[src/rtl/cook_timer.sv]
// cook_timer: MM:SS BCD cook-time register for the microwave controller.
// Digits are keyed in from the right while the magnetron is off. While it is on,
// the time counts down once every TICKS_PER_SEC clocks. timer_done is raised on
// the edge that reaches 00:00.
module cook_timer #(
  parameter int TICKS_PER_SEC = 100
) (
  input  logic       clk,
  input  logic       resetn,
  input  logic       clearn,
  input  logic       mag_on,
  input  logic       keypad_valid,
  input  logic [3:0] keypad_digit,
  output logic [3:0] min_tens,
  output logic [3:0] min_units,
  output logic [3:0] sec_tens,
  output logic [3:0] sec_units,
  output logic       time_zero,
  output logic       timer_done
);

  localparam int PW = (TICKS_PER_SEC > 2) ? $clog2(TICKS_PER_SEC) : 1;
  localparam logic [PW-1:0] PSC_LAST = PW'(TICKS_PER_SEC - 1);

  logic [3:0]    mt_q, mu_q, st_q, su_q;
  logic [3:0]    mt_d, mu_d, st_d, su_d;
  logic [PW-1:0] psc_q, psc_d;
  logic          done_q, done_d;

  logic digits_zero;
  logic count_en;
  logic tick;
  logic key_ok;

  assign digits_zero = (mt_q == 4'd0) && (mu_q == 4'd0) && (st_q == 4'd0) && (su_q == 4'd0);
  // The prescaler only runs while cooking and not yet expired.
  assign count_en    = mag_on && !done_q;
  assign tick        = count_en && (psc_q == PSC_LAST);
  // Keys are ignored while cooking; codes above 9 are not digits.
  assign key_ok      = !mag_on && keypad_valid && (keypad_digit <= 4'd9);

  // Next-state: countdown/expiry takes precedence, otherwise keypad shift-in.
  always_comb begin
    mt_d   = mt_q;
    mu_d   = mu_q;
    st_d   = st_q;
    su_d   = su_q;
    psc_d  = psc_q;
    done_d = done_q;
    if (count_en) begin
      if (digits_zero) begin
        // Started at 00:00: expire immediately, prescaler parked at 0.
        done_d = 1'b1;
        psc_d  = '0;
      end else if (tick) begin
        psc_d = '0;
        if (su_q != 4'd0) begin
          su_d = su_q - 4'd1;
        end else if (st_q != 4'd0) begin
          st_d = st_q - 4'd1;
          su_d = 4'd9;
        end else begin
          // Minutes are nonzero here because the digits are not all zero.
          st_d = 4'd5;
          su_d = 4'd9;
          if (mu_q != 4'd0) begin
            mu_d = mu_q - 4'd1;
          end else begin
            mu_d = 4'd9;
            mt_d = mt_q - 4'd1;
          end
        end
        // Expiry on the same edge that lands on 00:00.
        done_d = (mt_d == 4'd0) && (mu_d == 4'd0) && (st_d == 4'd0) && (su_d == 4'd0);
      end else begin
        psc_d = psc_q + 1'b1;
      end
    end else if (key_ok) begin
      mt_d   = mu_q;
      mu_d   = st_q;
      st_d   = su_q;
      su_d   = keypad_digit;
      done_d = 1'b0;
    end
  end

  // State register: reset beats front-panel clear beats normal update.
  always_ff @(posedge clk) begin
    if (!resetn || !clearn) begin
      mt_q   <= 4'd0;
      mu_q   <= 4'd0;
      st_q   <= 4'd0;
      su_q   <= 4'd0;
      psc_q  <= '0;
      done_q <= 1'b0;
    end else begin
      mt_q   <= mt_d;
      mu_q   <= mu_d;
      st_q   <= st_d;
      su_q   <= su_d;
      psc_q  <= psc_d;
      done_q <= done_d;
    end
  end

  assign min_tens   = mt_q;
  assign min_units  = mu_q;
  assign sec_tens   = st_q;
  assign sec_units  = su_q;
  assign time_zero  = digits_zero;
  assign timer_done = done_q;

endmodule
[config.mk]
export PLATFORM = sky130hd
export DESIGN_NAME = cook_timer
export DESIGN_NICKNAME = d
export VERILOG_FILES = /design/src/rtl/cook_timer.sv
export SDC_FILE = /design/constraint.sdc
export NUM_CORES = 1
export LEC_CHECK = 0
export CAP_MARGIN = 15
export CORE_MARGIN = 3
export CORE_UTILIZATION = 47
export CTS_CLUSTER_DIAMETER = 100
export DETAILED_ROUTE_END_ITERATION = 8
export PLACE_DENSITY_LB_ADDON = 0.12
export SYNTH_ARGS = -nofsm -noshare
export SYNTH_HDL_FRONTEND = slang
export SYNTH_SLANG_ARGS = --single-unit
[constraint.sdc]
create_clock -name clk -period 3.5 [get_ports clk]
set_clock_uncertainty 0.1 [all_clocks]
set_input_delay 0.7 -clock clk [delete_from_list [all_inputs] [get_ports clk]]
set_output_delay 0.7 -clock clk [all_outputs]
set_load 0.01 [all_outputs]
==> flow_summary.ini <==
[clock_network]
cts_sinks = 24
cts_tree = yes
clk_latency_ns = 0.33
htree_levels = 1
cts_root_buf = clkbuf_4
cts_made_buffers = 3
path_clk_slew_ns = 0.15
clock_path_buffers = 2
postCtsSetupBuffers = 0
hold_buffers = 0
cts_resized = 0

[layout]
final_nets = 235
diodes = 0
layout-drive-gt1-share_pct = 6.73
fillers = 303
syn_to_final_growth_pct = 23.0
fin_util_pct = 61.2

[die]
die-area_um2 = 4010
io_pins = 27
start_util_pct = 49.7
coreArea_um2 = 3100
die-height_um = 63.3
die_w_um = 63.3
num_rows = 20

[logic_synthesis]
synth-main-ff-cell = dfxtp_1
synth_nets = 214
synth_top_cell_by_area = dfxtp_1
yosysMostFrequentCell = dfxtp_1
synth_area_leaders = dfxtp_1, a21oi_1, nand2_1
seq_area_frac_synth_pct = 31.1
synth_seq_cells = 24
async_flop_share_pct = 0
synthDistinctLibCells = 47
syn_inst = 203
syn_avg_cell_area_um2 = 7.60
syn-cell-area_um2 = 1540
synth_common_cells = dfxtp_1, nand2_1, nor2_1
synth_edf_count = 0
yosys_warnings = 0
synth_top_area_share_pct = 31.1

[sta]
fin_crit_sh_pct = 94.3
setup_viol = 0
fmax_ghz = 0.303
slew_headroom_pct = 37.6
hold_viol = 0
report.final.slew_viol_count = 0
fin_hold_ws_ns = 0.381
layout_min_cycle_time_ns = 3.30
tns_ns = 0
rsz0062_at_grt = false
worst_pin_slew_ns = 0.927

[setup_path]
ff2ff_setup_slack_ns = 0.70
cp.required_ns = 2.70
end_kind = primary output
crit_end = time_zero
r2r-end = sec_units[3]
r2r_start = psc_q[0]
startpoint = sec_units[3]
ff2ff_path_depth = 7
cp_max_fo = 8
start_kind = flip-flop
cp.arrival_ns = 2.50
worst-setup-path-type = reg2out

[power_and_ir_drop]
p_leak_nw = 0.654
powerDensity_nw_per_um2 = 327
ir_drop_uv = 276
total_power_uw = 621

[detailed_routing]
via_count = 1670
drt_wl_total_um = 4340
wl_per_cell_um = 16.2
drt-pass1-iter-count = 4
vias_per_cell = 6.25
drt-initial-drc-count = 145
antenna_left = 0
drc = 0

[place]
portBuffers = 26
dpl.hpwl_um = 3070
place.gp.congestion = 0.868

[global_routing]
grtUsageTotal_pct = 22.3
antenna_found_initial = 0
busiest_layer = met2
grt_pass1_wl_um = 7340
overflow = 0
met1_usage_pct = 29.9
grt_use_met3_pct = 4.63
grt_pass1_vias = 1559
grt_max_degree = 29
grt_use_met2_pct = 37.0

[worst_hold_path]
hold_path.class = reg2reg

[status]
run_status = completed

[run]
cap_violations = 0
[per-stage QoR]
stage                     instances  area, um^2  worst slack [ns]
final                           267        1900             0.200
after global routing            267        1900             0.122
after CTS                       267        1890            0.0878
after detailed placement        263        1840             0.496
after global placement          263        1840             0.532
after floorplan                 203        1540             0.870
[registers in the layout, indices dropped and copies added (netlist names)]
name	cells
sec_tens	4
min_units	4
sec_units	4
psc_q	7
min_tens	4
timer_done	1
[logic make-up (layout without fill, tap and decap cells)]
family                     count (synthesis)  count (layout)  share of synthesized area (%)
AOI/OAI and AO/OA                         73              73                           33.1
xor gates and xnor gates                   3               3                           1.70
adders and majority gates                  2               2                           1.62
buffers and inverters                     20              40                           5.19
DFF                                       24              24                           31.1
muxes                                      1               1                          0.649
and+or+nand+nor                           80              80                           26.6
[cells in the final DEF, fill, tap and decap left out, drive strengths merged, types with 4 or more instances in the layout]
master	instances
a21oi	14
a22oi	4
a31oi	5
and3	4
buf	7
clkdlybuf4s50	26
dfxtp	24
nand2	19
nand3	10
nor2	18
nor3	10
o21ai	13
o311ai	5
o31ai	8
[metal layers]
| metal | part of all wire [%] | up-vias | routed length [um] |
|---|---|---|---|
| met5 | 0 | - | 0 |
| met4 | 1.3 | 0 | 56 |
| met3 | 5.8 | 10 | 251 |
| met2 | 47 | 59 | 2030 |
| met1 | 46 | 786 | 1990 |
| li1 | - | 815 | - |
[layout make-up]
cell class / instances / area [um^2] / area share [%]
tap: 44 / 55.1 / 2.90
clock buffer: 3 / 22.5 / 1.19
timing repair buffer: 33 / 313 / 16.5
inverter: 3 / 11.3 / 0.593
multi-input combinational: 159 / 986 / 51.9
sequential: 24 / 480 / 25.3
clock inverter: 1 / 30.0 / 1.58
[worst min-delay path by stage]
stage | from | end | slack [ns] | cells after the start
after floorplan | psc_q[6] | psc_q[6] | 0.34 | 1
after global placement | psc_q[6] | psc_q[6] | 0.36 | 1
after detailed placement | psc_q[6] | psc_q[6] | 0.36 | 1
after CTS | psc_q[6] | psc_q[6] | 0.39 | 1
after global routing | psc_q[6] | psc_q[6] | 0.42 | 1
final | psc_q[6] | psc_q[6] | 0.38 | 1
[power breakdown]
group	internal [mW]	leakage (nW)	switching [mW]
logic	0.0509	0.433	0.0758
registers	0.277	0.194	0.00542
clock network	0.116	0.0279	0.0966
[worst max-delay path, stage by stage, from the launching register on]
cell and delay [ns]:
dfxtp_1 0.41, or4_4 0.63, nor4_4 0.29, nand2_1 0.12
inv_1 0.14, clkdlybuf4s50_1 0.55
(Power assumes the default switching activity.)
